### config.mk
export PLATFORM = sky130hd
export DESIGN_NAME = pwm_timer
export DESIGN_NICKNAME = d
export VERILOG_FILES = /design/src/rtl/pwm_timer.sv
export SDC_FILE = /design/constraint.sdc
export NUM_CORES = 1
export LEC_CHECK = 0
export CORE_ASPECT_RATIO = 0.7
export CORE_MARGIN = 5
export CORE_UTILIZATION = 45
export DETAILED_ROUTE_END_ITERATION = 10
export HOLD_SLACK_MARGIN = 0.03
export PLACE_DENSITY = 0.66
export SYNTH_ARGS = -nofsm -noshare
export SYNTH_HDL_FRONTEND = slang
export SYNTH_SLANG_ARGS = --single-unit
### constraint.sdc
create_clock -name clk -period 4.2 [get_ports clk]
set_clock_uncertainty 0.2 [all_clocks]
set_input_delay 0.84 -clock clk [delete_from_list [all_inputs] [get_ports clk]]
set_output_delay 0.84 -clock clk [all_outputs]
set_load 0.1 [all_outputs]
### src/rtl/pwm_timer.sv
// pwm_timer: tick prescaler plus N-bit PWM counter/comparator.
// The prescaler emits a one-cycle step strobe every `ticks` clocks. The PWM
// counter advances once per strobe. `out` is high while pwm_cnt < duty.
// Optional build macro: PWM_TIMER_DUTY_SHADOW_EN. When it is defined, duty
// is latched at reset release and at each period wrap, so a period never
// changes shape part-way through.
module pwm_timer #(
   parameter int TICK_W = 7,
   parameter int N      = 4
) (
   input  logic              clk,
   input  logic              rst,
   input  logic              ena,
   input  logic [TICK_W-1:0] ticks,
   input  logic [N-1:0]      duty,
   output logic              step,
   output logic              out
);

   localparam logic [TICK_W-1:0] TICK_ZERO = TICK_W'(0);
   localparam logic [TICK_W-1:0] TICK_ONE  = TICK_W'(1);
   localparam logic [N-1:0]      PWM_ZERO  = N'(0);
   localparam logic [N-1:0]      PWM_ONE   = N'(1);
   localparam logic [N-1:0]      PWM_MAX   = {N{1'b1}};

   logic [TICK_W-1:0] tick_cnt_r;
   logic [N-1:0]      pwm_cnt_r;
   logic              step_r;
   logic              out_r;

   logic              tick_zero_s;
   logic              tick_last_s;
   logic              pwm_adv_s;
   logic              pwm_wrap_s;
   logic [N-1:0]      duty_cmp_s;

   // Prescaler terminal-count and PWM advance/wrap decode.
   always_comb begin
      tick_zero_s = (ticks == TICK_ZERO);
      if (tick_zero_s) begin
         tick_last_s = 1'b0;
      end else begin
         // >= so that lowering ticks below the current count wraps at once.
         tick_last_s = (tick_cnt_r >= (ticks - TICK_ONE));
      end
      pwm_adv_s  = ena && step_r;
      pwm_wrap_s = pwm_adv_s && (pwm_cnt_r == PWM_MAX);
   end

   // Tick prescaler: counts clocks and raises step for one cycle per period.
   always_ff @(posedge clk) begin
      if (rst) begin
         tick_cnt_r <= TICK_ZERO;
         step_r     <= 1'b0;
      end else if (!ena) begin
         tick_cnt_r <= tick_cnt_r;
         step_r     <= 1'b0;
      end else if (tick_zero_s) begin
         tick_cnt_r <= TICK_ZERO;
         step_r     <= 1'b0;
      end else if (tick_last_s) begin
         tick_cnt_r <= TICK_ZERO;
         step_r     <= 1'b1;
      end else begin
         tick_cnt_r <= tick_cnt_r + TICK_ONE;
         step_r     <= 1'b0;
      end
   end

   // PWM counter: advances on the registered strobe, wraps naturally at 2^N.
   always_ff @(posedge clk) begin
      if (rst) begin
         pwm_cnt_r <= PWM_ZERO;
      end else if (pwm_adv_s) begin
         pwm_cnt_r <= pwm_cnt_r + PWM_ONE;
      end else begin
         pwm_cnt_r <= pwm_cnt_r;
      end
   end

`ifdef PWM_TIMER_DUTY_SHADOW_EN
   logic         rst_q_r;
   logic [N-1:0] duty_shadow_r;

   // Duty shadow: reloads on the first clock after reset and on period wrap.
   always_ff @(posedge clk) begin
      if (rst) begin
         rst_q_r       <= 1'b1;
         duty_shadow_r <= PWM_ZERO;
      end else begin
         rst_q_r <= 1'b0;
         if (rst_q_r || pwm_wrap_s) begin
            duty_shadow_r <= duty;
         end else begin
            duty_shadow_r <= duty_shadow_r;
         end
      end
   end

   // Compare source: the per-period shadow copy of duty.
   always_comb begin
      duty_cmp_s = duty_shadow_r;
   end
`else
   // Compare source: live duty, so a change shows up on the next clock.
   always_comb begin
      duty_cmp_s = duty;
   end
`endif

   // Registered PWM output; unsigned compare against the current count.
   always_ff @(posedge clk) begin
      if (rst) begin
         out_r <= 1'b0;
      end else begin
         out_r <= ena && (pwm_cnt_r < duty_cmp_s);
      end
   end

   assign step = step_r;
   assign out  = out_r;

endmodule

-- After elaboration in Yosys (flattened, before gate mapping)
Cells that the tools add are included.
- bitwise logic cells: 1
- $lt $le $gt $ge: 2
- add/subtract/negate cells: 3
- mux-type cells: 4
- reductions and logical operators: 4
- operators with widths (kind ; number):
    two-way mux 7 bit ; 2
    adder 7 x 1 -> 7 bit, second input constant ; 1
    >= comparator 7 bit ; 1
    logical NOT 7 bit ; 1
    subtractor 7 x 1 -> 7 bit, second input constant ; 1
    adder 4 x 1 -> 4 bit, second input constant ; 1
    less-than comparator 4 bit ; 1
    OR reduction 3 bit ; 1
    logical AND 1 bit ; 2
    two-way mux 1 bit ; 2
    NOT 1 bit ; 1
- output and inout port bits: 2
- register bits after elaboration: 13
- input bits: 14

-- Logic depth before layout (Yosys ltp)
- word-level depth: 5
- mapped depth: 11

-- Least setup slack after synthesis
No wires, ideal clock.
- path kind: input-to-reg
- start: in ticks[0]
- end: reg tick_cnt_r[6]
- path buffers: 1
- arrival: 2.526 ns
- slack: 1.349 ns
- stages on the path: 11
- setup time: 0.125 ns
- path through: inv_1 -> ha_1 -> nand2b_1 -> nor3_1 -> xnor2_1 -> ha_1 -> nand3_1 -> a211o_2 -> buf_6 -> a32oi_1 -> o31ai_1
- cells in the longest elaborated chain, start to end: 5
- elaborated cells between the ends (all ways): 6
- those cells by class: add/sub (1); order compare (1); mux (3); reduce/logical (1)
- ends and longest elaborated chain (element ; RTL line ; RTL):
    start, declared ; 14 ; input logic [TICK_W-1:0] ticks,
    subtractor 7 x 1 -> 7 bit ; 44 ; tick_last_s = (tick_cnt_r >= (ticks - TICK_ONE));
    >= comparator 7 bit ; 44 ;
    two-way mux 1 bit ; 40 ; if (tick_zero_s) begin
    two-way mux 7 bit ; 61 ; end else if (tick_last_s) begin
    two-way mux 7 bit (*) ; 58 ; end else if (tick_zero_s) begin
    end signal, assigned ; 56 ; tick_cnt_r <= tick_cnt_r;
    end signal, assigned ; 65 ; tick_cnt_r <= tick_cnt_r + TICK_ONE;
    end, declared ; 26 ; logic [TICK_W-1:0] tick_cnt_r;
Every way passes the cells marked *; elsewhere a longest branch is shown, timed or not.
A chain may end at the register's enable or synchronous reset.

-- Final worst setup path
Ends and elaborated chain as after synthesis.

==> run metrics <==
status finished clean; Adder-Cell Fraction of Synth Area 0.1641; Flop pwr share 0.485; CP arrival around 3.2 ns; YS warnings 0; cts repair resizes 0; actual slew at the worst max-slew pin 0.9658 ns; fin crit period 3.196 ns; Setup crit end kind flop; Rel. slew slack 0.3541; clk_lat worst skew ~0.28 ns; Core Rows 14; sw frac 0.2687; DRC violations left 0; Crit Path Max Fanout 8; Final Hold Fails 0; Max-Cap Viols 0; die footprint between 0.003 and 0.004 mm^2; Final Hold Slack ~0.3 ns; Initial DRC Count 65; Initial Utilization 0.4675; Power per Cell Area 222.6 mW/mm^2; Clk network pwr share 0.294; Num CTS Buffers 3; drt via density 5.219; setup violators final 0; wire per inst 12.68 um; vias in the first global route 762; num ports 16; clock slew at reported path FFs 0.08 ns; CP Launch Type primary input; diode count 0; layout cells sized above 1 0.07317; cell taking the most area after synthesis dfxtp_1; Post-CTS Hold Buffers 0; crit share post-route 0.7610; sequential fraction of the synthesis area 0.2626; main area contributors after synthesis dfxtp_1 (26%), ha_1 (16%), nand2b_1 (5.1%), a32oi_1 (4.4%), nand3_1 (4.0%); Finished Core Util 0.5608; core area 0.002120 mm^2; RD Place Congestion 0.7865; Gate power share 0.221; most used flip-flop cell after synthesis dfxtp_1; simple-gate share of the synthesized area 0.2929; Final HPWL DP 1609 um; Cell Count, Final, Fillers Out 155; Hold Path Class flop to flop; Netlist cell types 31; Total GRT Usage 0.1353; fraction of registers with async set/reset 0; Slew Limit Fails 0; Cells after DPL 151; Post-Synthesis Cells between 100 and 150; multiplexer share of the synthesized area 0; WP data required 4.20 ns; CTS H-tree depth 1; post-synthesis compound-gate area fraction 0.1730; initial antenna violation count 0; Mean Syn Cell Area about 9.3 um^2; CTS tree built; flops & latches, synth 13; Total Power 264.6 uW; Total Neg Setup Slack 0 ns; Synth Area in XOR/XNOR 0.06187; Routed WL slightly below 2000 um; FMAX 312.9 MHz; setup bufs post-CTS 0; main combinational cell family by area after synthesis simple AND/OR/NAND/NOR gates; clock tree buffer depth 2; Max VDD drop 0.00009356 V; total clock sinks 13; Area Growth Syn to Fin 19.95%; Post-Syn Area 991.0 um^2; Vias slightly above 800; Root Driver clkbuf_4; Pleak 0.0004927 uW; residual overflow from global routing 0; nets@finish 151; largest net degree at the start of global routing 14; Die W 66.09 um; Setup CP Type primary input to flop; Port Buf Inserts 15; TritonRoute pass-1 iters 4; number of enable flip-flop cells after synthesis 0; Switching Power 71.11 uW; P_int 193.5 uW; synthesized net count between 100 and 150; RSZ-0062 raised after global routing false; Die H between 40 and 50 um; first-pass GRT wire length ~3400 um; post-route ant nets 0; Post-synth top cells dfxtp_1 (13), ha_1 (13), nand2b_1 (8), nand3_1 (8), inv_1 (7); Synth top area share 0.2626
layout make-up:
class / count / area (um^2)
clock buffers: 4 / 26.28
fillers: 205 / 930.9
repair buffers: 15 / 150.1
flip-flops and latches: 13 / 260.3
well taps: 32 / 40.04
inverters: 7 / 26.28
multi-input cells: 84 / 685.7
metal layers:
layer | vias to the layer above | global-route usage | wire length (um)
met4 | 0 | 0.04054 | 19
met2 | 14 | 0.1960 | 832
li1 | 424 | - | -
met3 | 3 | 0.05069 | 92
met5 | - | 0 | 0
met1 | 368 | 0.1845 | 1022
cell usage in the layout (no fill, tap or decap), types with 2 or more instances in the layout:
cell	n
clkdlybuf4s50_1	15
ha_1	13
dfxtp_1	13
nand2b_1	8
nand3_1	8
inv_1	7
a21oi_1	5
a32oi_1	5
xnor2_1	4
nor2_1	4
o21ai_0	4
nor3_1	3
xor2_1	3
nand2_1	3
nor3b_1	3
o31ai_1	3
clkbuf_4	3
and3_1	2
and3b_1	2
a21o_1	2
nand4_1	2
power by group through the flow:
stage          Clock [uW]  Combinational [uW]  Sequential [uW]
2_1_floorplan           0                33.8              135
3_3_place_gp            0                58.0              131
3_5_place_dp            0                58.8              131
4_1_cts              82.9                59.0              128
5_1_grt              85.6                64.2              129
6_report             77.7                58.5              128
state kept, by name (all words and copies together) (netlist names):
signal	count
out	1
step	1
pwm_cnt_r	4
tick_cnt_r	7
logic make-up after synthesis:
logic type / after synthesis
adder cells (fa/ha/maj): 13
AO/OA/AOI/OAI: 22
buffers and inverters: 10
AND/OR/NAND/NOR: 42
flip-flops: 13
XOR/XNOR: 7
worst paths after layout:
check / start / end / slack, ns / cells past startpoint
setup / recovery: ticks[0] / tick_cnt_r[6]$_SDFFE_PP0P_ / 1.00 / 12
setup reg to reg: tick_cnt_r[0]$_SDFFE_PP0P_ / tick_cnt_r[6]$_SDFFE_PP0P_ / 2.04 / 7
hold / removal: pwm_cnt_r[3]$_SDFFE_PP0P_ / pwm_cnt_r[3]$_SDFFE_PP0P_ / 0.30 / 2
hold reg to reg: pwm_cnt_r[3]$_SDFFE_PP0P_ / pwm_cnt_r[3]$_SDFFE_PP0P_ / 0.30 / 2
critical path, stage by stage:
cell and delay [ns]:
clkdlybuf4s50_1 0.42, inv_1 0.09, ha_1 0.21, nand2b_1 0.14
nor3_1 0.24, xnor2_1 0.15, ha_1 0.27, a21oi_1 0.13
nand2_1 0.15, nor2_8 0.18, nand3b_4 0.12, o31ai_1 0.24
stage by stage:
stage / cell area, um^2 / worst slack, ns
after floorplan: 991.0 / 1.349
after global placement: 1162 / 0.7904
after detailed placement: 1162 / 0.6954
after CTS: 1189 / 0.9880
after global routing: 1189 / 0.8559
final: 1189 / 1.004
(Power assumes the default switching activity.)
